**config.mk**
```make
export PLATFORM = sky130hd
export DESIGN_NAME = alarm_key_entry
export DESIGN_NICKNAME = d
export VERILOG_FILES = /design/src/rtl/watch_pkg.sv /design/src/rtl/key_timeout_timer.sv /design/src/rtl/alarm_key_entry.sv
export SDC_FILE = /design/constraint.sdc
export NUM_CORES = 1
export LEC_CHECK = 0
export ABC_AREA = 1
export BUFFER_PORTS_ARGS = -buffer_cell sky130_fd_sc_hd__clkbuf_2
export CAP_MARGIN = 10
export CORE_UTILIZATION = 52
export CTS_CLUSTER_SIZE = 28
export DETAILED_ROUTE_END_ITERATION = 6
export GPL_TIMING_DRIVEN = 1
export HOLD_SLACK_MARGIN = 0.12
export PLACE_DENSITY = 0.85
export RECOVER_POWER = 50
export SKIP_CTS_REPAIR_TIMING = 1
export SYNTH_ARGS = -nofsm -noshare
export SYNTH_HDL_FRONTEND = slang
export SYNTH_SLANG_ARGS = --single-unit
export TNS_END_PERCENT = 5
```
**constraint.sdc**
```tcl
create_clock -name clock -period 1.8 [get_ports clock]
set_clock_uncertainty 0.05 [all_clocks]
set_input_delay 0 -clock clock [delete_from_list [all_inputs] [get_ports clock]]
set_output_delay 0 -clock clock [all_outputs]
set_load 0.03 [all_outputs]
```
**src/rtl/watch_pkg.sv**
```systemverilog
// Shared watch definitions: key codes, entry FSM states and the HH:MM validity check.
// Pure declarations, no latency; no flow control involved.
package watch_pkg;

  localparam logic [3:0] KEY_ALARM = 4'd10;
  localparam logic [3:0] KEY_TIME  = 4'd11;

  typedef enum logic {
    IDLE,
    ENTRY
  } entry_state_t;

  // Digits arrive as BCD 0-9, so only the tens positions can go out of range.
  function automatic logic valid_hhmm(input logic [3:0] ms_hr,
                                     input logic [3:0] ls_hr,
                                     input logic [3:0] ms_min,
                                     input logic [3:0] ls_min);
    logic ok;
    ok = (ms_hr <= 4'd2) && (ls_hr <= 4'd9) && (ms_min <= 4'd5) && (ls_min <= 4'd9);
    if (ms_hr == 4'd2 && ls_hr > 4'd3) ok = 1'b0;
    return ok;
  endfunction

endpackage

```
**src/rtl/key_timeout_timer.sv**
```systemverilog
// Counts one_second strobes while enabled; timeout pulses combinationally on the strobe reaching TIMEOUT_SEC.
// Zero-cycle timeout decision, count updates next edge; no backpressure, strobes are never held off.
module key_timeout_timer #(
  parameter int TIMEOUT_SEC = 10
) (
  input  logic clock,
  input  logic reset,
  input  logic clear,
  input  logic enable,
  input  logic one_second,
  output logic timeout
);

  localparam int TW = $clog2(TIMEOUT_SEC + 1);
  localparam logic [TW-1:0] LIMIT = TW'(TIMEOUT_SEC);

  logic [TW-1:0] cnt_q, cnt_d;

  // Saturates at LIMIT so the count can never wrap back into range.
  always_comb begin
    cnt_d   = cnt_q;
    timeout = 1'b0;
    if (clear) begin
      cnt_d = '0;
    end else if (enable && one_second && cnt_q != LIMIT) begin
      cnt_d   = cnt_q + TW'(1);
      timeout = (cnt_d == LIMIT);
    end
  end

  always_ff @(posedge clock) begin
    if (!reset) begin
      cnt_q <= '0;
    end else begin
      cnt_q <= cnt_d;
    end
  end

endmodule

```
**src/rtl/alarm_key_entry.sv**
```systemverilog
// Keypad HH:MM entry: shifts digits, validates on ALARM/TIME, pulses load or error; abandons on inactivity.
// One-cycle latency from key strobe to registered outputs; no backpressure, every key strobe is consumed.
module alarm_key_entry
  import watch_pkg::*;
#(
  parameter int TIMEOUT_SEC = 10
) (
  input  logic       clock,
  input  logic       reset,
  input  logic       one_second,
  input  logic       key_valid,
  input  logic [3:0] key,
  output logic [3:0] new_alarm_ms_hr,
  output logic [3:0] new_alarm_ls_hr,
  output logic [3:0] new_alarm_ms_min,
  output logic [3:0] new_alarm_ls_min,
  output logic       load_new_alarm,
  output logic       load_new_time,
  output logic       show_new_time,
  output logic       entry_error
);

  entry_state_t state_q;
  logic [3:0]   ms_hr_q, ls_hr_q, ms_min_q, ls_min_q;
  logic         load_alarm_q, load_time_q, show_q, error_q;

  logic is_digit, is_cmd, timeout;

  assign is_digit = key_valid && (key <= 4'd9);
  assign is_cmd   = key_valid && (key == KEY_ALARM || key == KEY_TIME);

  // Codes 12-15 count as no key, so they neither clear nor stall the timer.
  key_timeout_timer #(
    .TIMEOUT_SEC(TIMEOUT_SEC)
  ) u_timer (
    .clock     (clock),
    .reset     (reset),
    .clear     (is_digit),
    .enable    ((state_q == ENTRY) && !is_cmd),
    .one_second(one_second),
    .timeout   (timeout)
  );

  always_ff @(posedge clock) begin
    if (!reset) begin
      state_q      <= IDLE;
      ms_hr_q      <= '0;
      ls_hr_q      <= '0;
      ms_min_q     <= '0;
      ls_min_q     <= '0;
      load_alarm_q <= 1'b0;
      load_time_q  <= 1'b0;
      show_q       <= 1'b0;
      error_q      <= 1'b0;
    end else begin
      load_alarm_q <= 1'b0;
      load_time_q  <= 1'b0;
      error_q      <= 1'b0;
      case (state_q)
        IDLE: begin
          if (is_digit) begin
            ms_hr_q  <= '0;
            ls_hr_q  <= '0;
            ms_min_q <= '0;
            ls_min_q <= key;
            state_q  <= ENTRY;
            show_q   <= 1'b1;
          end
        end
        ENTRY: begin
          if (is_digit) begin
            ms_hr_q  <= ls_hr_q;
            ls_hr_q  <= ms_min_q;
            ms_min_q <= ls_min_q;
            ls_min_q <= key;
          end else if (is_cmd) begin
            // The buffer is left intact so the loaded digits stay on the bus.
            if (valid_hhmm(ms_hr_q, ls_hr_q, ms_min_q, ls_min_q)) begin
              load_alarm_q <= (key == KEY_ALARM);
              load_time_q  <= (key == KEY_TIME);
            end else begin
              error_q <= 1'b1;
            end
            state_q <= IDLE;
            show_q  <= 1'b0;
          end else if (timeout) begin
            ms_hr_q  <= '0;
            ls_hr_q  <= '0;
            ms_min_q <= '0;
            ls_min_q <= '0;
            state_q  <= IDLE;
            show_q   <= 1'b0;
          end
        end
        default: begin
          state_q <= IDLE;
          show_q  <= 1'b0;
        end
      endcase
    end
  end

  assign new_alarm_ms_hr  = ms_hr_q;
  assign new_alarm_ls_hr  = ls_hr_q;
  assign new_alarm_ms_min = ms_min_q;
  assign new_alarm_ls_min = ls_min_q;
  assign load_new_alarm   = load_alarm_q;
  assign load_new_time    = load_time_q;
  assign show_new_time    = show_q;
  assign entry_error      = error_q;

endmodule

```
==> results of run 1 <==
-- final cells by class --
| type | count | area [sq um] | area share (%) |
|---|---|---|---|
| inverters | 15 | 56.3 | 3.93 |
| multi-input cells | 102 | 609 | 42.5 |
| well taps | 28 | 35.0 | 2.45 |
| repair buffers | 37 | 204 | 14.2 |
| flip-flops and latches | 25 | 502 | 35.0 |
| clock buffers | 4 | 26.3 | 1.83 |
-- sequential cells by signal (all words and copies together), names as in the netlist --
register,count
u_timer.cnt_q,4
load_new_alarm,1
show_new_time,1
entry_error,1
new_alarm_ls_min,4
new_alarm_ms_min,4
state_q,1
new_alarm_ls_hr,4
new_alarm_ms_hr,4
load_new_time,1
-- synth_stat cells (2+ instances only) --
cell type | number | area share, %
a21oi_1 | 12 | 5.0
o21ai_0 | 6 | 2.5
nand3_2 | 9 | 7.5
buf_2 | 2 | 0.83
nand3_1 | 11 | 4.6
nand2_1 | 28 | 8.7
nor2_1 | 9 | 2.8
inv_1 | 14 | 4.4
a21oi_2 | 10 | 7.3
nand4_1 | 2 | 1.0
nand2_2 | 4 | 2.1
nor3_1 | 2 | 0.83
ha_1 | 3 | 3.1
dfxtp_1 | 25 | 42
-- critical path, cell delays in order (launching register included) --
cell     delay [ns]
dfxtp_2        0.40
inv_1          0.09
ha_1           0.20
nand3_1        0.09
nand2_2        0.07
nor2_4         0.18
nand3_4        0.26
nand3_1        0.16
a21oi_1        0.08
-- logic make-up after synthesis --
group	share of synthesized area [%]
adders and majority gates	3.12
buffers and inverters	8.12
AOI/OAI and AO/OA	14.8
xor gates and xnor gates	0.729
and+or+nand+nor	31.6
DFF	41.6
-- power groups by stage --
stage | clock, W | combinational [W] | sequential (W)
after floorplan | 0 | 0.0000580 | 0.000600
after global placement | 0 | 0.0000980 | 0.000586
after detailed placement | 0 | 0.000101 | 0.000587
after CTS | 0.000253 | 0.000102 | 0.000574
after global routing | 0.000268 | 0.000123 | 0.000577
final | 0.000243 | 0.000113 | 0.000575
-- path summary, 6_finish.rpt --
kind	slack [ns]	start	endpoint	cells after the start
max reg2reg	0.10	u_timer.cnt_q[0]$_SDFFE_PP0N_	new_alarm_ms_hr[3]$_SDFFE_PN0P_	8
max	0.10	u_timer.cnt_q[0]$_SDFFE_PP0N_	new_alarm_ms_hr[3]$_SDFFE_PN0P_	8
min reg2reg	0.45	new_alarm_ls_min[0]$_SDFFE_PN0P_	new_alarm_ls_min[0]$_SDFFE_PN0P_	2
min	0.45	new_alarm_ls_min[0]$_SDFFE_PN0P_	new_alarm_ls_min[0]$_SDFFE_PN0P_	2
-- metal layers --
layer | track usage [%] | up-vias
met5 | 0 | -
met4 | 8.10 | 0
met3 | 3.09 | 2
met2 | 35.6 | 35
met1 | 25.0 | 502
li1 | - | 554
-- metrics by stage --
| stage | cells | utilization (%) |
|---|---|---|
| floorplan | 147 | - |
| finish | 211 | 65.4 |
| global route | 211 | 65.4 |
| detailed placement | 199 | 61.5 |
| global placement | 199 | 61.5 |
| CTS | 203 | 62.6 |
==> summary.md, run 1 <==
| Metric | Value |
|---|---|
| Number of synthesized flops with an enable pin | 0 |
| CORE AREA | about 2200 sq um |
| Clock insertion delay at the later pin of the skew report | ~0.31 ns |
| Amount of wire on met3 after detailed routing | 107 um |
| Slew Viols, Final | 0 |
| Uppermost routed layer | met4 |
| Net count reported at finish | around 200 |
| Crit Path Category | flip-flop to flip-flop |
| Sum of negative setup slack | 0 ns |
| Number of warnings printed during yosys synthesis | 0 |
| Clk buf depth | 2 |
| Total Routed Length | between 2000 and 3000 um |
| Outcome | completed |
| Setup WS post-layout | between 0.1 and 0.15 ns |
| Root Buffer | clkbuf_4 |
| Proportion of power drawn by flip-flops and latches | ~62% |
| Post-place instance area | between 1000 and 1500 sq um |
| Initial drt markers | 19 |
| Required time worst endpoint | between 1.5 and 2 ns |
| Leading register cell type out of synthesis | dfxtp_1 |
| Leading cell types in the layout, fill and taps excluded | nand2_1, dfxtp_1, clkbuf_1 |
| Final hold viol count | 0 |
| DIE WIDTH | ~50 um |
| N_diodes | 0 |
| Power density of the placed cells | 650 nW/um^2 |
| Maximum number of pins on one net before global-route repair | 19 |
| Sw frac | between 20% and 30% |
| Vias after detailed routing | ~1100 |
| Worst slew margin relative to its limit | approximately three fifths |
| Total GRT Usage | a little over 20% |
| Maximum ir drop on the vdd rail | 500 uV |
| Final Critical Period | around 1.7 ns |
| Type of element launching the critical path | flip-flop |
| Portion of total power attributed to combinational logic | 12.2% |
| Global-route wire length before repair | roughly 4000 um |
| Net Switching | around 0.00024 W |
| Most common library cell in the layout ignoring fill and taps | nand2_1 |
| Number of antenna-violating nets in the routed design | 0 |
| Internal power consumption | 0.000690 W |
| Worst slack at placement | 0.102 ns |
| Highest fanout seen on the critical path | 18 |
| Number of iterations in the first detailed-routing pass | 4 |
| Number of fill cells | slightly below 200 |
| Met1 wire length | roughly 1100 um |
| Share of synthesized registers carrying an async set or reset | 0% |
| Total length of routed met2 wires | 1280 um |
| Num rows | 17 |
| Setup-failing EPs final | 0 |
| Least-Margin Pin Slew | between 0.5 and 0.6 ns |
| Initial antenna violation count | 0 |
| Final Wtd Congestion | between 0.7 and 0.8 |
| Clock slew seen by the registers of the worst setup and hold paths | 0.13 ns |
| Synthesis-to-layout area growth | 19.1% |
| Number of buffers created by CTS | 3 |
| Static leakage power | 0.510 nW |
| Fin crit share | between 90% and 100% |
| Final global-route overflow total | 0 |
| Synth Net Count | between 150 and 200 |
| Sequential fraction of the synthesis area | 41.6% |
| Number of primary I/O pins | 28 |
| Arrival time worst endpoint | 1.84 ns |
| Number of standard cells after synthesis | 147 |
| Netlist area before placement | between 1000 and 1500 sq um |
| Detail-routed via count per cell | 5.18 |
| Synth Register Bits | 25 |
| Full die area | around 2500 sq um |
| Mean instance size in the synthesized netlist | 8.18 sq um |
| Starting Density | roughly 55% |
| Total half-perimeter wirelength after legalization and detailed placement | around 1700 um |
| Clock tree from TritonCTS | yes |
| DIE HEIGHT | about 50 um |
| Cell area after layout | 1430 sq um |
| Element type at the critical path end | flip-flop |
| H-tree Lvls | 1 |
| Hold crit path type | flip-flop to flip-flop |
| Routed WL per cell | 12.0 um |
| Sink count of the clock tree | 25 |
| Via count of the first global-routing pass | 1005 |
| Worst hold margin | approximately 0.45 ns |
| Library cells used by synthesis | 24 |
| DRC violation count after routing | 0 |
| Post-layout total power | 0.000931 W |
| Fmax achieved | between 0.5 and 0.6 GHz |
| Max-capacitance violation count | 0 |
| Layout cells sized above 1 | 21.3% |
| Count of input and output buffers | 27 |
| Power share of the clock group | between 20% and 30% |
Power figures use the tool's default switching activity.
==> inputs of run 2 (changes only) <==
- CORE_UTILIZATION: 52 -> 53
- SYNTH_HIERARCHICAL: unset -> 1
==> run 2 against run 1 <==
Net effect:
- via count rose by 13%
- register-to-register slack improved by 0.03 ns
- fmax rose by 0.48%
- clock power rose by 2%
- cell count rose by 5.2%
- die area rose by 5.3%
- hold slack got worse by 0.32 ns
- critical endpoint is now load_new_time$_SDFF_PP0_
- cell area rose by 8.9%
- first-iteration DRC count rose by 120%
- global-route usage rose by 3.2 points
==> summary.md, run 2 <==
| Metric | Value |
|---|---|
| Outcome | completed |
| Non-filler cells in the finished layout | 222 (+5.2%) |
| Via count of the first global-routing pass | 1135 (+13%) |
| CORE AREA | 2250 sq um (+2.9%) |
| Fmax achieved | 0.592 GHz (+0.48%) |
| Clock insertion delay at the later pin of the skew report | 0.31 ns (about the same) |
| Setup repair after global routing missed its margin | no |
| Number of iterations in the first detailed-routing pass | 4 (unchanged) |
| Worst hold margin | 0.124 ns (-0.321 ns) |
| Number of fill cells | 191 (-1.0%) |
| Synthesis-to-layout area growth | 20.6% |
| Detail-routed via count per cell | 5.58 (+7.7%) |
| Total Routed Length | 3170 um (+26%) |
| Static leakage power | 0.548 nW (+7.5%) |
| Number of warnings printed during yosys synthesis | 6 (+6) |
| Final Wtd Congestion | 0.772 (-1.1%) |
| Synth Register Bits | 25 (unchanged) |
| Post-place instance area | 1430 sq um (+5.9%) |
| Initial antenna violation count | 0 (unchanged) |
| Setup-failing EPs final | 0 (unchanged) |
| Slew Viols, Final | 0 (unchanged) |
| Cell area after layout | 1560 sq um (+8.9%) |
| Power density of the placed cells | 624 nW/um^2 (-4.0%) |
| Layout cells sized above 1 | 24.2% (+2.9 points) |
| Initial drt markers | 42 (+23) |
| Vias after detailed routing | 1238 (+13%) |
| Number of primary I/O pins | 28 (unchanged) |
| Num rows | 17 (unchanged) |
| Uppermost routed layer | met4 |
| Maximum number of pins on one net before global-route repair | 21 (+2) |
| Final global-route overflow total | 0 (unchanged) |
| Highest fanout seen on the critical path | 3 (-15) |
| Number of synthesized flops with an enable pin | 0 (unchanged) |
| Number of standard cells after synthesis | 155 (+5.4%) |
| Crit Path Category | input port to flip-flop |
| Sink count of the clock tree | 25 (unchanged) |
| Fin util | 69.2% (+3.8 points) |
| Net count reported at finish | 206 (+5.6%) |
| Arrival time worst endpoint | 1.90 ns (+0.06 ns) |
| Final Critical Period | 1.69 ns (-0.00818 ns) |
| Sequential fraction of the synthesis area | 38.7% (-2.9 points) |
| Final hold viol count | 0 (unchanged) |
| Leading register cell type out of synthesis | dfxtp_1 |
| Synth Net Count | 166 (+5.1%) |
| Clk buf depth | 2 (unchanged) |
| Share of synthesized registers carrying an async set or reset | 0% (unchanged) |
| Routed WL per cell | 14.3 um (+20%) |
| Type of element launching the critical path | input port |
| Cell type with the highest aggregate area in the netlist | dfxtp_1 |
| Library cells used by synthesis | 29 (+21%) |
| Count of input and output buffers | 27 (unchanged) |
| Least-Margin Pin Slew | 0.624 ns (+0.0428 ns) |
| Amount of wire on met3 after detailed routing | 131 um (+22%) |
| Number of placed cells counting well taps | 206 (+3.5%) |
| Global-route wire length before repair | 4710 um (+18%) |
| Clock tree from TritonCTS | yes |
| Root Buffer | clkbuf_4 |
| Met1 wire length | 1330 um (+19%) |
| Leading cell types in the layout, fill and taps excluded | dfxtp_1, clkbuf_1, nand2_1 |
| Required time worst endpoint | 2.02 ns (+0.08 ns) |
| Number of antenna-violating nets in the routed design | 0 (unchanged) |
| Most common library cell in the layout ignoring fill and taps | dfxtp_1 |
| Netlist area before placement | 1290 sq um (+7.6%) |
| Mean instance size in the synthesized netlist | 8.35 sq um (+2.0%) |
| N_diodes | 0 (unchanged) |
| Full die area | 2640 sq um (+5.3%) |
| Total half-perimeter wirelength after legalization and detailed placement | 2100 um (+21%) |
| Total length of routed met2 wires | 1680 um (+31%) |
| Fin crit share | 93.8% (-0.45 points) |
| H-tree Lvls | 1 (unchanged) |
| Commonest cells post-synth | dfxtp_1, nand2_1, nand4_1, nor2_1, inv_1 |
| Total GRT Usage | 23.7% (+3.2 points) |
| Top cells by area, synth | dfxtp_1, nand3_2, a21oi_2 |
| Area share of the largest cell type after synthesis | 38.7% (-2.9 points) |
| Starting Density | 57.4% (+2.5 points) |
| Count leader, synth | dfxtp_1 |
| Hold crit path type | input port to flip-flop |
| DIE HEIGHT | 51.4 um (+2.6%) |
| Worst slew margin relative to its limit | 58.1% (-2.9 points) |
| DIE WIDTH | 51.4 um (+2.6%) |
| Number of buffers created by CTS | 3 (unchanged) |
| Element type at the critical path end | flip-flop |
| Max-capacitance violation count | 0 (unchanged) |
| Post-layout total power | 0.000973 W (+4.5%) |
| Maximum ir drop on the vdd rail | 334 uV (-33%) |
| DRC violation count after routing | 0 (unchanged) |
| Clock slew seen by the registers of the worst setup and hold paths | 0.13 ns (about the same) |
-- run 2: cell count changes after synthesis, moves of 2 or more --
cell	change
nand4_1	+12
nand2_1	-7
nor2_1	+4
a21oi_1	-3
inv_1	-2
nand3_1	-2
nand3_2	+2
nand3b_1	+2
o21ai_0	-2
-- run 2: through the flow --
step,setup TNS (ns),setup slack [ns]
finish,0,0.111
global route,0,0.0119
CTS,-0.421,-0.0498
detailed placement,-0.130,-0.0306
global placement,0,0.109
floorplan,0,0.000117
-- run 2: cells by family after synthesis --
group / synth area share [%]
fa+ha+maj: 2.90
xor+xnor: 0.677
flops: 38.7
buf+inv: 9.86
compound gates: 13.3
simple gates: 34.5
-- run 2: final timing paths --
check                                  start  depth (start not counted)                               end  slack, ns
min                                   key[3]                          6  new_alarm_ls_min[1]$_SDFFE_PN0P_       0.12
max reg2reg    u_timer/cnt_q[0]$_SDFFE_PP0P_                         10  new_alarm_ls_min[2]$_SDFFE_PN0P_       0.13
min reg2reg  new_alarm_ls_hr[0]$_SDFFE_PN0P_                          2   new_alarm_ls_hr[0]$_SDFFE_PN0P_       0.45
max                                   key[0]                          6          load_new_time$_SDFF_PP0_       0.11
-- run 2: area by class of cell --
class | count | area (sq um) | share of cell area (%)
repair buffers | 42 | 249 | 16.0
multi-input cells | 108 | 691 | 44.3
well taps | 28 | 35.0 | 2.25
flip-flops and latches | 25 | 502 | 32.2
clock buffers | 4 | 26.3 | 1.68
inverters | 15 | 57.6 | 3.69
-- run 2: report_power, final --
part	leakage (nW)	total [W]	switching [W]	internal (W)
registers	0.203	0.000575	0.0000107	0.000564
clock network	0.0150	0.000249	0.000163	0.0000864
logic	0.330	0.000149	0.0000985	0.0000502
-- run 2: routing by layer --
metal | vias to the layer above | GRT usage (%)
met5 | - | 0
met4 | 0 | 9.01
met3 | 4 | 3.57
met2 | 33 | 44.4
met1 | 588 | 26.4
li1 | 613 | -
-- run 2: worst max-delay path, stage by stage --
cell	delay (ns)
dlygate4sd3_1	0.52
clkbuf_2	0.12
nand3_1	0.07
dlygate4sd3_1	0.56
nor2_1	0.09
dlygate4sd3_1	0.54
==> inputs of run 3 (changes only) <==
- GPL_TIMING_DRIVEN: 1 -> 0
- MAX_ROUTING_LAYER: unset -> met4
==> run 3 against run 2 <==
Net effect:
- sequential share of layout area is 3.1 points lower
- core utilization is 7.8 points higher
- fmax is 6.0% lower
==> summary.md, run 3 (same netlist as run 2, synthesis figures left out) <==
| Metric | Value |
|---|---|
| Starting Density | 57.4% (unchanged) |
| Setup-failing EPs final | 0 (unchanged) |
| Fin util | 77.0% (+7.8 points) |
| Element type at the critical path end | flip-flop |
| Final Wtd Congestion | 0.802 (+3.9%) |
| Clock slew seen by the registers of the worst setup and hold paths | 0.15 ns (+0.02 ns) |
| Required time worst endpoint | 1.93 ns (-0.09 ns) |
| CP max stage cell | dfxtp_2 |
| Net Switching | 0.000298 W (+9.6%) |
| Initial antenna violation count | 0 (unchanged) |
| Full die area | 2640 sq um (unchanged) |
| Crit Path Category | flip-flop to flip-flop |
| Clk buf depth | 2 (unchanged) |
| Static leakage power | 0.652 nW (+19%) |
| Worst slew margin relative to its limit | 52.2% (-5.9 points) |
| Global-route wire length before repair | 5020 um (+6.6%) |
| Net count reported at finish | 221 (+7.3%) |
| Arrival time worst endpoint | 1.93 ns (+0.03 ns) |
| Via count of the first global-routing pass | 1156 (+1.9%) |
| Num rows | 17 (unchanged) |
| Number of fill cells | 163 (-15%) |
| Synthesis-to-layout area growth | 34.2% |
| Cell class contributing the biggest share of worst-path delay | simple AND/OR/NAND/NOR gates |
| Outcome | completed |
| Cells along the critical path | buf_8 > buf_8 > inv_4 > nor2_4 > nand2_2 > inv_2 > nand2_2 > inv_4 > nand2_4 > nor2_4 > nand3_4 > clkbuf_16 > nand3_2 > a21oi_2 |
| CORE AREA | 2250 sq um (unchanged) |
| Total GRT Usage | 26.1% (+2.4 points) |
| Maximum number of pins on one net before global-route repair | 15 (-29%) |
| Layout cells sized above 1 | 31.6% (+7.4 points) |
| Clock insertion delay at the later pin of the skew report | 0.32 ns (about the same) |
| Power share of the clock group | 25.2% (-0.4 points) |
| Worst slack at placement | -0.270 ns (-0.239 ns) |
| Final hold viol count | 0 (unchanged) |
| Total half-perimeter wirelength after legalization and detailed placement | 2250 um (+7.3%) |
| Highest fanout seen on the critical path | 6 (+3) |
| Detail-routed via count per cell | 5.82 (+4.4%) |
| Final Critical Period | 1.80 ns (+0.108 ns) |
| Initial drt markers | 44 (+4.8%) |
| Hold crit path type | input port to flip-flop |
| Clock tree from TritonCTS | yes |
| Fmax achieved | 0.557 GHz (-6.0%) |
| Most common library cell in the layout ignoring fill and taps | dfxtp_1 |
| Routed WL per cell | 16.3 um (+14%) |
| Internal power consumption | 0.000718 W (+2.5%) |
| Worst path bufs/invs | 6 (+2) |
| Post-layout total power | 0.00102 W (+4.5%) |
| Number of buffers created by CTS | 3 (unchanged) |
| DIE HEIGHT | 51.4 um (unchanged) |
| Vias after detailed routing | 1380 (+11%) |
| Maximum ir drop on the vdd rail | 454 uV (+36%) |
| Type of element launching the critical path | flip-flop |
| Sw frac | 29.3% (+1.4 points) |
| Final global-route overflow total | 0 (unchanged) |
| Setup WS post-layout | 0.00360 ns (-0.108 ns) |
| Portion of total power attributed to combinational logic | 18.3% (+3.0 points) |
| Fin crit share | 99.8% (+6.0 points) |
| Worst hold margin | 0.188 ns (+0.0632 ns) |
| Number of iterations in the first detailed-routing pass | 4 (unchanged) |
| Multi-input logic area | 696 sq um (+0.72%) |
| Max stage delay on crit path | 0.36 ns (-0.20 ns) |
| Sink count of the clock tree | 25 (unchanged) |
| Least-Margin Pin Slew | 0.717 ns (+0.0930 ns) |
| Max-capacitance violation count | 0 (unchanged) |
| Sequential standard cell area | 505 sq um (+0.75%) |
| N_diodes | 0 (unchanged) |
| Slew Viols, Final | 0 (unchanged) |
| Count of input and output buffers | 27 (unchanged) |
| Proportion of power drawn by flip-flops and latches | 56.5% (-2.6 points) |
| H-tree Lvls | 1 (unchanged) |
| Number of primary I/O pins | 28 (unchanged) |
| Leading cell types in the layout, fill and taps excluded | dfxtp_1, clkbuf_1, nand2_1 |
| DRC violation count after routing | 0 (unchanged) |
| Power density of the placed cells | 585 nW/um^2 (-6.2%) |
| Root Buffer | clkbuf_4 |
| Total Routed Length | 3860 um (+22%) |
| Number of antenna-violating nets in the routed design | 0 (unchanged) |
| DIE WIDTH | 51.4 um (unchanged) |
-- run 3: changes by cell type in the layout (fill, tap and decap cells not counted), moves of 2 or more --
cell,previous run,this run
buf_4,4,11
buf_8,0,2
inv_1,12,10
inv_4,0,2
-- run 3: per-stage QoR --
stage	cells	cell area [sq um]	setup TNS (ns)
final	237	1740	0
after global placement	210	1470	-2.08
after global routing	237	1740	-0.369
after floorplan	155	1300	0
after detailed placement	210	1470	-3.40
after CTS	214	1490	-3.92
-- run 3: layout make-up --
cell class | instances | share of cell area, %
clock inverters | 1 | 0.288
inverters | 15 | 3.53
flip-flops and latches | 25 | 29.1
well taps | 28 | 2.02
repair buffers | 50 | 19.0
plain buffers | 8 | 4.68
clock buffers | 3 | 1.30
multi-input cells | 107 | 40.1
-- run 3: power by group through the flow --
stage / clock [W] / sequential, W / combinational (W)
6_report: 0.000256 / 0.000575 / 0.000186
5_1_grt: 0.000280 / 0.000577 / 0.000198
4_1_cts: 0.000251 / 0.000574 / 0.000139
3_5_place_dp: 0 / 0.000587 / 0.000137
3_3_place_gp: 0 / 0.000586 / 0.000132
2_1_floorplan: 0 / 0.000599 / 0.0000826
-- run 3: worst paths after layout --
check,endpoint,cells past startpoint,startpoint,slack (ns)
worst max-delay path,new_alarm_ms_hr[0]$_SDFFE_PN0P_,14,state_q$_SDFF_PN0_,0.004
worst min-delay path,new_alarm_ls_min[0]$_SDFFE_PN0P_,5,key_valid,0.19
worst max register to register,new_alarm_ms_hr[0]$_SDFFE_PN0P_,14,state_q$_SDFF_PN0_,0.004
worst min register to register,new_alarm_ls_hr[0]$_SDFFE_PN0P_,2,new_alarm_ls_hr[0]$_SDFFE_PN0P_,0.45
-- run 3: metal layers --
| layer | vias to the layer above | wire length (um) | GRT usage (%) |
|---|---|---|---|
| met5 | - | 0 | - |
| met1 | 656 | 1500 | 28.2 |
| met4 | 0 | 95 | 9.01 |
| met2 | 80 | 1960 | 48.1 |
| met3 | 10 | 306 | 3.57 |
| li1 | 634 | - | - |
-- run 3: worst min-delay path, cell delays in order --
cell      delay [ns]
clkbuf_2        0.14
nand2_2         0.12
inv_1           0.10
nand2_1         0.10
a21oi_2         0.06
